`config.mk`:
```
export PLATFORM = sky130hd
export DESIGN_NAME = l2_cache_ctrl
export DESIGN_NICKNAME = d
export VERILOG_FILES = /design/src/rtl/l2_pkg.sv /design/src/rtl/l2_victim_ptr.sv /design/src/rtl/l2_cache_ctrl.sv
export SDC_FILE = /design/constraint.sdc
export NUM_CORES = 1
export LEC_CHECK = 0
export ABC_AREA = 0
export BUFFER_PORTS_ARGS = -buffer_cell sky130_fd_sc_hd__buf_2
export CAP_MARGIN = 10
export CORE_UTILIZATION = 45
export DETAILED_ROUTE_END_ITERATION = 6
export GPL_TIMING_DRIVEN = 0
export PLACE_DENSITY = 0.88
export SLEW_MARGIN = 15
export SYNTH_ARGS = -nofsm -noshare
export SYNTH_HDL_FRONTEND = slang
export SYNTH_SLANG_ARGS = --single-unit
```
`constraint.sdc`:
```
create_clock -name i_clk -period 5 [get_ports i_clk]
set_input_delay 0.25 -clock i_clk [delete_from_list [all_inputs] [get_ports i_clk]]
set_output_delay 0.25 -clock i_clk [all_outputs]
set_load 0.03 [all_outputs]
```
`src/rtl/l2_pkg.sv`:
```
// Shared types and helpers for the L2 way write-port sequencer.
package l2_pkg;

  localparam int L2_INDEX_W  = 10;
  localparam int L2_TAG_W    = 16;
  localparam int L2_ADDR_W   = L2_TAG_W + L2_INDEX_W;
  localparam int L2_MAX_WAYS = 4;

  typedef enum logic [2:0] {
    IDLE,
    FLUSH,
    TSCHK,
    TSWAIT,
    FILL
  } l2_state_e;

  // Isolates the lowest set bit so multiple tag matches pick one way.
  function automatic logic [L2_MAX_WAYS-1:0] lowest_set(input logic [L2_MAX_WAYS-1:0] v);
    return v & (~v + {{(L2_MAX_WAYS-1){1'b0}}, 1'b1});
  endfunction

  function automatic logic [L2_MAX_WAYS-1:0] onehot(input logic [1:0] idx);
    return {{(L2_MAX_WAYS-1){1'b0}}, 1'b1} << idx;
  endfunction

endpackage

```
`src/rtl/l2_victim_ptr.sv`:
```
// Round-robin replacement pointer over WAYS ways; advances by one on i_adv.
module l2_victim_ptr #(
  parameter int WAYS = 2
) (
  input  logic       i_clk,
  input  logic       i_rst,
  input  logic       i_adv,
  output logic [1:0] o_ptr
);

  localparam logic [1:0] LAST = 2'(WAYS - 1);

  logic [1:0] r_ptr;

  always_ff @(posedge i_clk) begin
    if (i_rst) begin
      r_ptr <= 2'd0;
    end else if (i_adv) begin
      r_ptr <= (r_ptr == LAST) ? 2'd0 : r_ptr + 2'd1;
    end
  end

  assign o_ptr = r_ptr;

endmodule

```
`src/rtl/l2_cache_ctrl.sv`:
```
// Write/tag-snoop port sequencer for the L2 ways: flush sweep > CPU write-through > memory fill.
// Optional L2_WRALLOC_EN: full-mask CPU write misses allocate into the victim way.
module l2_cache_ctrl
  import l2_pkg::*;
#(
  parameter int WAYS        = 2,
  parameter int INDEX_W     = L2_INDEX_W,
  parameter int SWEEP_START = 1
) (
  input  logic                 i_clk,
  input  logic                 i_rst,
  input  logic                 i_flushreq,
  output logic                 o_busy,
  input  logic                 i_cpuwrreq,
  input  logic [L2_ADDR_W-1:0] i_cpuwra,
  input  logic [31:0]          i_cpuwrd,
  input  logic [3:0]           i_cpuwrm,
  output logic                 o_cpuwrack,
  input  logic                 i_fillreq,
  input  logic [L2_ADDR_W-1:0] i_filla,
  input  logic [31:0]          i_filld,
  output logic                 o_fillack,
  input  logic [WAYS-1:0]      i_tsmatch,
  output logic [L2_ADDR_W-1:0] o_wra,
  output logic [31:0]          o_wrd,
  output logic [3:0]           o_wrm,
  output logic                 o_ts,
  output logic [WAYS-1:0]      o_wr,
  output logic                 o_clr,
  output logic                 o_all
);

  localparam logic [INDEX_W-1:0] IDX_LAST = '1;

  l2_state_e            r_state;
  logic [INDEX_W-1:0]   r_idx;
  logic                 r_flush_pend;
  logic                 r_fill_stale;
  logic                 r_busy;
  logic [L2_ADDR_W-1:0] r_wra;
  logic [31:0]          r_wrd;
  logic [3:0]           r_wrm;
  logic                 r_ts;
  logic [WAYS-1:0]      r_wr;
  logic                 r_clr;
  logic                 r_all;
  logic                 r_cpuwrack;
  logic                 r_fillack;

  l2_state_e            w_next_state;
  logic [INDEX_W-1:0]   w_idx_next;
  logic [INDEX_W-1:0]   w_idx_eff;
  logic                 w_flush_req;
  logic                 w_flush_pend_next;
  logic                 w_fill_stale_next;
  logic                 w_victim_adv;
  logic [1:0]           w_victim;
  logic [L2_MAX_WAYS-1:0] w_ts4;
  logic [L2_MAX_WAYS-1:0] w_wr4;
  logic [L2_ADDR_W-1:0] w_wra;
  logic [31:0]          w_wrd;
  logic [3:0]           w_wrm;
  logic                 w_ts;
  logic                 w_clr;
  logic                 w_all;
  logic                 w_cpuwrack;
  logic                 w_fillack;

  l2_victim_ptr #(
    .WAYS (WAYS)
  ) u_victim (
    .i_clk (i_clk),
    .i_rst (i_rst),
    .i_adv (w_victim_adv),
    .o_ptr (w_victim)
  );

  always_comb begin
    w_next_state      = r_state;
    w_idx_next        = r_idx;
    w_idx_eff         = r_idx;
    w_fill_stale_next = r_fill_stale;
    w_victim_adv      = 1'b0;
    w_wra             = r_wra;
    w_wrd             = r_wrd;
    w_wrm             = r_wrm;
    w_ts              = 1'b0;
    w_wr4             = '0;
    w_clr             = 1'b0;
    w_all             = 1'b0;
    w_cpuwrack        = 1'b0;
    w_fillack         = 1'b0;
    w_flush_req       = i_flushreq | r_flush_pend;
    w_ts4             = '0;
    w_ts4[WAYS-1:0]   = i_tsmatch;

    case (r_state)
      IDLE: begin
        // Requesters need the ACK cycle to drop or refresh their request.
        if (!(r_cpuwrack || r_fillack)) begin
          if (w_flush_req) begin
            w_next_state = FLUSH;
            w_idx_next   = '0;
          end else if (i_cpuwrreq) begin
            w_next_state = TSCHK;
            w_ts         = 1'b1;
            w_wra        = i_cpuwra;
          end else if (i_fillreq) begin
            w_next_state = FILL;
          end
        end
      end

      FLUSH: begin
        w_idx_eff        = i_flushreq ? '0 : r_idx;
        w_wra            = '0;
        w_wra[INDEX_W-1:0] = w_idx_eff;
        w_wr4[WAYS-1:0]  = '1;
        w_clr            = 1'b1;
        w_all            = 1'b1;
        w_idx_next       = w_idx_eff + INDEX_W'(1);
        if (w_idx_eff == IDX_LAST) begin
          w_next_state = IDLE;
        end
      end

      TSCHK: begin
        w_next_state = TSWAIT;
      end

      TSWAIT: begin
        w_wra        = i_cpuwra;
        w_wrd        = i_cpuwrd;
        w_wrm        = i_cpuwrm;
        w_cpuwrack   = 1'b1;
        w_next_state = IDLE;
        if (|w_ts4) begin
          w_wr4 = lowest_set(w_ts4);
        end
`ifdef L2_WRALLOC_EN
        else if (i_cpuwrm == 4'hF) begin
          w_wr4        = onehot(w_victim);
          w_victim_adv = 1'b1;
        end
`endif
        // A fill already waiting for this line would overwrite newer CPU data.
        if (i_fillreq && (i_filla == i_cpuwra)) begin
          w_fill_stale_next = 1'b1;
        end
      end

      FILL: begin
        w_wra             = i_filla;
        w_wrd             = i_filld;
        w_wrm             = 4'hF;
        w_fillack         = 1'b1;
        w_fill_stale_next = 1'b0;
        w_next_state      = IDLE;
        if (!r_fill_stale) begin
          w_wr4        = onehot(w_victim);
          w_victim_adv = 1'b1;
        end
      end

      default: begin
        w_next_state = IDLE;
      end
    endcase

    w_flush_pend_next = ((r_state == FLUSH) || (w_next_state == FLUSH)) ? 1'b0
                      : (r_flush_pend | i_flushreq);
  end

  always_ff @(posedge i_clk) begin
    if (i_rst) begin
      r_state      <= (SWEEP_START != 0) ? FLUSH : IDLE;
      r_busy       <= (SWEEP_START != 0);
      r_idx        <= '0;
      r_flush_pend <= 1'b0;
      r_fill_stale <= 1'b0;
      r_wra        <= '0;
      r_wrd        <= '0;
      r_wrm        <= '0;
      r_ts         <= 1'b0;
      r_wr         <= '0;
      r_clr        <= 1'b0;
      r_all        <= 1'b0;
      r_cpuwrack   <= 1'b0;
      r_fillack    <= 1'b0;
    end else begin
      r_state      <= w_next_state;
      r_busy       <= (w_next_state == FLUSH);
      r_idx        <= w_idx_next;
      r_flush_pend <= w_flush_pend_next;
      r_fill_stale <= w_fill_stale_next;
      r_wra        <= w_wra;
      r_wrd        <= w_wrd;
      r_wrm        <= w_wrm;
      r_ts         <= w_ts;
      r_wr         <= w_wr4[WAYS-1:0];
      r_clr        <= w_clr;
      r_all        <= w_all;
      r_cpuwrack   <= w_cpuwrack;
      r_fillack    <= w_fillack;
    end
  end

  assign o_busy     = r_busy;
  assign o_cpuwrack = r_cpuwrack;
  assign o_fillack  = r_fillack;
  assign o_wra      = r_wra;
  assign o_wrd      = r_wrd;
  assign o_wrm      = r_wrm;
  assign o_ts       = r_ts;
  assign o_wr       = r_wr;
  assign o_clr      = r_clr;
  assign o_all      = r_all;

endmodule

```
-- Word level (Yosys, flattened, before mapping)
Cells that the tools add are included.
- shift-type cells: 1
- reductions and logical operators: 13
- multiplexer cells: 28
- add/subtract/negate cells: 3
- bitwise logic cells: 4
- equal/unequal tests: 13
- operators with widths (kind ; number):
    case mux 26 bit (4 select lines) ; 1
    2-to-1 mux 26 bit ; 3
    case mux 32 bit (2 select lines) ; 1
    2-to-1 mux 10 bit ; 3
    == test 26 bit ; 1
    case mux 10 bit (2 select lines) ; 1
    2-to-1 mux 3 bit ; 5
    adder 10 x 1 -> 10 bit, second input constant ; 1
    == test 10 bit, second input constant ; 1
    != test 2 bit, second input constant ; 5
    case mux 3 bit (3 select lines) ; 1
    case mux 4 bit (2 select lines) ; 1
    2-to-1 mux 1 bit ; 7
    == test 3 x 1 -> 1 bit, second input constant ; 2
    == test 3 x 2 -> 1 bit, second input constant ; 2
    2-to-1 mux 2 bit ; 3
    case mux 2 bit (3 select lines) ; 1
    adder 2 x 1 -> 2 bit, second input constant ; 2
    AND reduction 4 bit ; 1
    nonzero test 2 bit ; 2
    nonzero test 4 bit ; 1
    OR reduction 2 bit ; 2
    OR reduction 4 bit ; 1
    == test 3 bit, second input constant ; 1
    12 further kinds ; 13
- input bits: 127
- bits in registers: 86

-- Depth between registers and ports, before layout
Gate-level depths: netlist of the first run.
- word-level depth: 8
- gate-level depth with buffers: 8
- mapped depth without buffers: 6

-- By module
A second synthesis of the first run with hierarchy kept.
- cell total of the unflattened synthesis: 506
- area total of the unflattened synthesis: 4319.1 um2
- modules (own cells, without submodules) (module ; times used ; area an instance (um2) ; cells an instance ; seq. area each (um2)):
    l2_cache_ctrl ; 1 ; 4255.3 ; 500 ; 1681.6
    l2_victim_ptr ; 1 ; 63.8 ; 6 ; 40.0

-- Least setup slack after synthesis of the first run
No wires, ideal clock.
- path kind: register to register
- start: register r_fillack, in the netlist o_fillack
- end: register r_wra[4], in the netlist o_wra[4]
- clock period less this slack: 1.827 ns
- arrival: 1.694 ns
- stages on the path, launching flop included: 8
- path slack: 3.173 ns
- buffers on the path: 3
- cell sequence: dfxtp_1 or4_1 buf_2 o21ai_4 and2_1 buf_6 buf_4 a311oi_1
- cells in the longest elaborated chain, start to end: 3
- ends and longest elaborated chain (element ; line ; text):
    start: declaration ; l2_cache_ctrl.sv:48 ; logic r_fillack;
    start signal: assignment ; l2_cache_ctrl.sv:204 ; r_fillack <= w_fillack;
    logical OR 1 bit ; l2_cache_ctrl.sv:100 ; if (!(r_cpuwrack || r_fillack)) begin
    != test 2 bit (no source line) ; - ;
    AND reduction 4 bit (no source line) ; - ;
    end signal: assignment ; l2_cache_ctrl.sv:196 ; r_wra <= w_wra;
    end: declaration ; l2_cache_ctrl.sv:40 ; logic [L2_ADDR_W-1:0] r_wra;
No other way between the ends.
A chain may end at the register's enable or synchronous reset.

-- Worst setup path in the final report of the first run
- start: register r_state[0]
- end: register r_wra[6], in the netlist o_wra[6]
- cells in the longest elaborated chain, start to end: 3
- ends and longest elaborated chain (element ; line ; text):
    start: declaration ; l2_cache_ctrl.sv:35 ; l2_state_e r_state;
    start signal: assignment ; l2_cache_ctrl.sv:176 ; r_state <= (SWEEP_START != 0) ? FLUSH : IDLE;
    start signal: assignment ; l2_cache_ctrl.sv:191 ; r_state <= w_next_state;
    == test 3 x 1 -> 1 bit (tied with other cells) ; l2_cache_ctrl.sv:97 ; case (r_state)
    nonzero test 4 bit (no source line) or != test 2 bit (tied branches) ; - ;
    AND reduction 4 bit (no source line) ; - ;
Several ways; a longest one is shown, not always the timed one.

==> run metrics, run 1 <==
post-synthesis cell type count=53; share of layout cells above drive strength 1=0.342; GP Congestion=0.958; H-tree levels=3; most used flip-flop cell after synthesis=dfxtp_1; Slew Viols, Final=0; Post-Syn Area=~4300 µm²; Flop pwr share=0.500; clock buffer depth=2; die width=between 90 and 100 µm; sequential fraction of the synthesis area=0.401; clk_skew=around 14 ps; drt drc=0; Die Ht=around 100 µm; Total GRT Usage=0.282; Synth async-reset ratio=0; hold_buf cts=0; number of enable flip-flop cells after synthesis=0; initial core utilization=0.465; total leakage power=2.55 nW; CTS tree=done; Clock Latency Late Sink=350 ps; Vias=approximately 5,000; Clk pwr share=0.396; initial antenna violation count=0; gr ovfl total=0; CP cell instances=buf_4 > nor3b_1 > nor2_1 > buf_2 > a22oi_1 > a311oi_1; worst slew pin tran=between 800 and 900 ps; worst-path maximum fanout=10; Ports=just under 200; post-DR vias/cell=between 5 and 6; first-pass GRT wire length=22,300 µm; largest net degree at the start of global routing=16; Syn Inst Count=~520; crit path capture type=flip-flop; Synth area leaders=dfxtp_1, a311oi_1, nand2_1, xnor2_1, nor2_1; Avg Synthesized Cell Area=approximately 8.3 µm²; status=finished, final reports clean; multi-input logic area=approximately 2300 µm²; Gate power share=0.104; share of the synthesized area in the top cell type=0.401; hold violation total from the final report=0; drt total wl=between 10,000 and 15,000 µm; VDD IR max=168 µV; Final Core Density=0.612; final net count=about 850; Post-Syn Nets=approximately 640; Crit-path slowest cell=nor3b_1; setup repair after global routing missed its margin=false; Setup Viol. Count Final=0; die outline area=9930 µm²; Sink Count=86; crit path buf inv count=2; cell internal pwr=slightly above 1 mW; Avg WL per Cell=roughly 17 µm; # Max-Cap Violations=0; synthesis-to-finish area growth=31.7%; port buffer count=between 150 and 200; # Post-CTS Setup Buffers=0; switching part of the total=0.248; Power Dens Cells=between 200 and 250 nW/µm²; root buffer cell=clkbuf_8; post-DP HPWL=11,100 µm; crit-path max cell delay=~730 ps; setup_tns=0 ps; Core Region=9240 µm²; First-pass DRT Iterations=5; number of CTS-inserted buffers=9; CTS resizes=0; synthesized flop and latch total=86; kind of critical path=flip-flop to flip-flop; most numerous cell in the Yosys netlist=dfxtp_1; Hold WS=117 ps; fillers=857; Final period util=0.435; storage element area=between 1500 and 2000 µm²; antenna-violating nets left=0; Arr. time, crit path=between 2000 and 2500 ps; Synth Warn #=0; relative slew slack=0.408; clock-pin slew on the worst setup and hold paths=roughly 90 ps; Final min period=2180 ps; initial drt markers=around 360; n_diodes=0; crit path launch type=flip-flop; number of global-route vias before repair=4,525; Required @ worst endpoint=5220 ps; largest area contributor in the netlist=dfxtp_1; Cell Rows=35; Psw=roughly 340 µW; Synth top cells by count=dfxtp_1, nand2_1, nor2_1, a311oi_1; Hold Crit Class=input port to flip-flop; family with the most delay on the worst path=simple AND/OR/NAND/NOR gates; Max Fclk=around 460 MHz
[path summary, 6_finish.rpt]
kind	from	to	slack, ps	depth (start not counted)
setup / recovery	r_state[0]$_SDFF_PP1_	o_wra[6]$_SDFFE_PP0P_	2820	6
hold / removal	i_cpuwrreq	r_state[2]$_SDFF_PP0_	120	2
setup reg to reg	r_state[0]$_SDFF_PP1_	o_wra[6]$_SDFFE_PP0P_	2820	6
hold reg to reg	u_victim.o_ptr[1]$_SDFFE_PP0P_	u_victim.o_ptr[1]$_SDFFE_PP0P_	450	1
[state kept, by name, summed over array words and instances (netlist names), 2 cells and up]
signal          flops
o_wrm               4
o_wr                2
o_wra              26
o_wrd              32
r_state             3
u_victim.o_ptr      2
r_idx              10
[through the flow]
step	worst slack, ps	power [mW]	std cells	instance area [µm²]
floorplan	3170	0.766	515	4290
global placement	2780	0.842	839	5430
detailed placement	2730	0.844	839	5430
CTS	2870	1.38	855	5650
global route	2620	1.43	855	5650
finish	2820	1.38	855	5650
[worst reg2reg max path, stage by stage, from the launching register on]
cell,delay (ps)
dfxtp_1,310
buf_4,140
nor3b_1,730
nor2_1,250
buf_2,260
a22oi_1,230
a311oi_1,130
[final cells by class]
| type | count | area share |
|---|---|---|
| inverter | 6 | 0.00398 |
| clock buffer | 9 | 0.0219 |
| sequential | 86 | 0.305 |
| multi-input combinational | 376 | 0.412 |
| buffer | 47 | 0.0394 |
| clock inverter | 7 | 0.0173 |
| tap | 129 | 0.0286 |
| timing repair buffer | 195 | 0.173 |
[cell families after synthesis]
group	synth area share
mux	0.00233
flops	0.401
buf+inv	0.0571
fa+ha+maj	0.00291
xor+xnor	0.0530
compound gates	0.278
simple gates	0.205
[metal layers]
layer | GRT usage | wire length, µm | vias to the layer above
li1 | - | - | 2329
met1 | 0.374 | 6230 | 2384
met2 | 0.468 | 7140 | 260
met3 | 0.0499 | 970 | 38
met4 | 0.0814 | 272 | 0
met5 | 0 | 0 | -
[placed cells by master, fill, tap and decap left out, types with 2 or more instances in the layout]
master and count:
a211oi_1 5, a21oi_1 26, a22oi_1 14, a311oi_1 45, a31oi_1 2, a41oi_1 2, and3_1 4, and4b_1 2
buf_1 4, buf_2 208, buf_4 4, buf_6 2, bufinv_16 2, clkbuf_1 24, clkbuf_8 9, clkinvlp_4 2
dfxtp_1 86, inv_1 5, nand2_1 82, nand2b_1 2, nand3_1 7, nand4_1 7, nor2_1 52, nor2b_1 3
nor3_1 17, nor3b_1 2, o211a_1 12, o21ai_0 21, o221a_2 12, o31ai_1 3, o32ai_1 4, or2_2 2
or3_1 2, or4_1 2, xnor2_1 26
[power by group through the flow]
| stage | sequential (mW) | clock [mW] | combinational (mW) |
|---|---|---|---|
| 2_1_floorplan | 0.708 | 0 | 0.0577 |
| 3_3_place_gp | 0.705 | 0 | 0.136 |
| 3_5_place_dp | 0.705 | 0 | 0.139 |
| 4_1_cts | 0.689 | 0.553 | 0.140 |
| 5_1_grt | 0.690 | 0.586 | 0.154 |
| 6_report | 0.689 | 0.547 | 0.144 |
No activity file was read; power rests on OpenSTA's default activity.
==> inputs of run 2 (changes only) <==
--- a/config.mk
+++ b/config.mk
@@ -5,10 +5,10 @@
 export SDC_FILE = /design/constraint.sdc
 export NUM_CORES = 1
 export LEC_CHECK = 0
-export ABC_AREA = 0
+export ABC_AREA = 1
 export BUFFER_PORTS_ARGS = -buffer_cell sky130_fd_sc_hd__buf_2
 export CAP_MARGIN = 10
-export CORE_UTILIZATION = 45
+export CORE_UTILIZATION = 43
 export DETAILED_ROUTE_END_ITERATION = 6
 export GPL_TIMING_DRIVEN = 0
 export PLACE_DENSITY = 0.88
==> constraint.sdc (replaced) <==
create_clock -name i_clk -period 1.9 [get_ports i_clk]
set_input_delay 0.095 -clock i_clk [delete_from_list [all_inputs] [get_ports i_clk]]
set_output_delay 0.095 -clock i_clk [all_outputs]
set_load 0.03 [all_outputs]
==> run 2 against run 1 <==
Net effect: clock power grew 140%; via count increased by 4.9%; worst hold slack lost 100 ps; flip-flop and latch count is the same; non-clock buffer count shrank 8; sequential share of layout area shrank 0.77 points; fmax up 24%; power grew to 2.5 times the previous value; clock-buffer cell count increased by 1.
==> run metrics, run 2 <==
number of global-route vias before repair=between 4,000 and 5,000; initial antenna violation count=0; post-synthesis cell type count=29; most frequent cells in the layout=buf_2, nand2_1, nor2_1, dfxtp_1, a21oi_1; Avg Synthesized Cell Area=roughly 6.3 µm²; Synth Warn #=0; Detail Route met3 WL=between 1000 and 1500 µm; root buffer cell=clkbuf_8; Cell Rows=36; largest net degree at the start of global routing=16; hold violation total from the final report=0; cell internal pwr=~2.6 mW; first-pass GRT wire length=21,400 µm; kind of critical path=flip-flop to flip-flop; H-tree levels=3; Slew Viols, Final=0; multi-input logic area=2240 µm²; share of layout cells above drive strength 1=0.273; clock-pin slew on the worst setup and hold paths=90 ps; gr ovfl total=0; highest metal used=met4; Arr. time, crit path=slightly above 2000 ps; Post-Syn Area=roughly 4400 µm²; CTS tree=done; status=finished, final reports clean; worst slew pin tran=roughly 620 ps; Ports=between 150 and 200; met2 WL=between 6000 and 7000 µm; setup repair after global routing missed its margin=false; Hold Crit Class=input port to flip-flop; synthesis-to-finish area growth=30.9%; final net count=roughly 1,000; Die Ht=103 µm; port buffer count=195; Core Region=between 9000 and 10,000 µm²; synthesized flop and latch total=86; Final min period=about 1800 ps; Sink Count=86; most numerous cell in the Yosys netlist=nand2_1; Pwr Total=roughly 3.5 mW; # Post-CTS Setup Buffers=0; max reg flops=32; Synth top cells by count=nand2_1, nor2_1, dfxtp_1, a21oi_1, inv_1; most used flip-flop cell after synthesis=dfxtp_1; Final period util=0.924; antenna-violating nets left=0; worst-path maximum fanout=7; total leakage power=2.90 nW; crit path launch type=flip-flop; VDD IR max=roughly 320 µV; relative slew slack=0.587; R2R Path End=r_fill_stale$_SDFFE_PP0P_; initial core utilization=0.449; Required @ worst endpoint=~2200 ps; Hold Path Sink=o_wrd[10]$_SDFFE_PP0P_; worst slack at placement=-56.1 ps; worst r2r path cells=8; Synth async-reset ratio=0; GP Congestion=about 0.93; Reg-to-Reg Start=r_state[1]$_SDFF_PP0_; largest area contributor in the netlist=dfxtp_1; storage element area=between 1500 and 2000 µm²; crit path capture type=flip-flop; die width=103 µm; R2R Setup Slk=140 ps; most common cell after layout, fill and taps aside=buf_2; switching part of the total=0.259; clk_skew=between 9 and 10 ps; share of the synthesized area in the top cell type=0.389; initial drt markers=approximately 380; Clock Latency Late Sink=between 300 and 400 ps; Psw=roughly 900 µW; number of enable flip-flop cells after synthesis=0; Avg WL per Cell=13.2 µm; n_diodes=0; post-DR vias/cell=5.01; number of CTS-inserted buffers=9; final worst slack=~140 ps; sequential fraction of the synthesis area=0.389; Gate power share=0.105; Setup Viol. Count Final=0; Vias=5,258; drt total wl=roughly 14,000 µm; First-pass DRT Iterations=5; post-DP HPWL=about 11,000 µm; Post-Syn Nets=831; Flop pwr share=0.519; Max Fclk=roughly 570 MHz; Power Dens Cells=roughly 600 nW/µm²; min-delay src=i_filld[10]; Syn Inst Count=between 700 and 800; fillers=around 1,000; clock buffer depth=2; Clk pwr share=0.376; die outline area=between 10,000 and 15,000 µm²; Worst Hold Path Cells=3; Synth area leaders=dfxtp_1, nand2_1, nor2_1, a21oi_1, inv_1; drt drc=0; # Max-Cap Violations=0; Total GRT Usage=0.256; met1 WL=roughly 6000 µm
==> run 2: cell types whose count changed after synthesis, sizes merged, moves of 9 or more <==
cell    previous run  this run
nor3              17         4
a311oi            45         0
nand3              7        16
xnor2             26         2
inv                5        74
o211a             12         0
nor2              53       140
a22oi             14         1
o21ai             23        65
o22ai              0        19
o221a             12         0
nand2             82       172
a21oi             26        73
clkbuf            24        13
==> run 2: worst max-delay path, stage by stage, from the launching register on <==
cell and delay [ps]:
dfxtp_1 460, inv_1 120, nor2_2 450, nand2_1 100, nor2_1 140, nand3_1 100
nor2_1 190, nor2_1 70, nor2_1 80
==> run 2: stage by stage <==
step,area (µm²),setup TNS [ps],cells,util,hold WS (ps)
floorplan,4430,0,703,-,228
global placement,5570,-16.8,1031,0.565,362
detailed placement,5570,-56.1,1031,0.565,365
CTS,5790,0,1049,0.587,3.70
global route,5800,0,1049,0.588,16.8
finish,5800,0,1049,0.588,16.6
==> run 2: power groups by stage <==
stage / logic (mW) / registers, mW / clock network, mW
6_report: 0.366 / 1.81 / 1.31
5_1_grt: 0.411 / 1.81 / 1.41
4_1_cts: 0.359 / 1.81 / 1.33
3_5_place_dp: 0.353 / 1.85 / 0
3_3_place_gp: 0.348 / 1.85 / 0
2_1_floorplan: 0.156 / 1.86 / 0
==> run 2: kinds of logic after synthesis <==
| logic type | synth area share |
|---|---|
| adders and majority gates | 0.00282 |
| and+or+nand+nor | 0.301 |
| buffers and inverters | 0.107 |
| AOI/OAI and AO/OA | 0.196 |
| xor gates and xnor gates | 0.00396 |
| DFF | 0.389 |
==> run 2: final cells by class <==
cell class / instances / share of cell area
Multi-Input combinational cell: 506 / 0.387
Sequential cell: 86 / 0.297
Timing Repair Buffer: 197 / 0.172
Inverter: 74 / 0.0479
Buffer: 37 / 0.0339
Tap cell: 133 / 0.0287
Clock buffer: 10 / 0.0220
Clock inverter: 6 / 0.0119
==> run 2: per-layer routing <==
metal | vias up | track usage
li1 | 2664 | -
met1 | 2315 | 0.334
met2 | 240 | 0.414
met3 | 39 | 0.0470
met4 | 0 | 0.111
met5 | - | 0
==> run 2: how the worst max path moves through the flow <==
stage / startpoint / to / slack (ps) / depth (start not counted)
global placement: i_flushreq / o_busy$_SDFF_PP1_ / -20 / 11
detailed placement: i_flushreq / o_busy$_SDFF_PP1_ / -60 / 11
global route: r_idx[0]$_SDFFE_PP0P_ / o_busy$_SDFF_PP1_ / 20 / 10
CTS: r_idx[0]$_SDFFE_PP0P_ / o_busy$_SDFF_PP1_ / 120 / 10
finish: r_state[1]$_SDFF_PP0_ / r_fill_stale$_SDFFE_PP0P_ / 140 / 8
floorplan: r_idx[0]$_SDFFE_PP0P_ / o_busy$_SDFF_PP1_ / 310 / 10
==> run 2: repair_timing <==
action,in CTS,in global routing
endpoints found under the setup margin,1,4
gates resized for setup,1,2
hold buffers,2,0
endpoints found under the hold margin,1,0
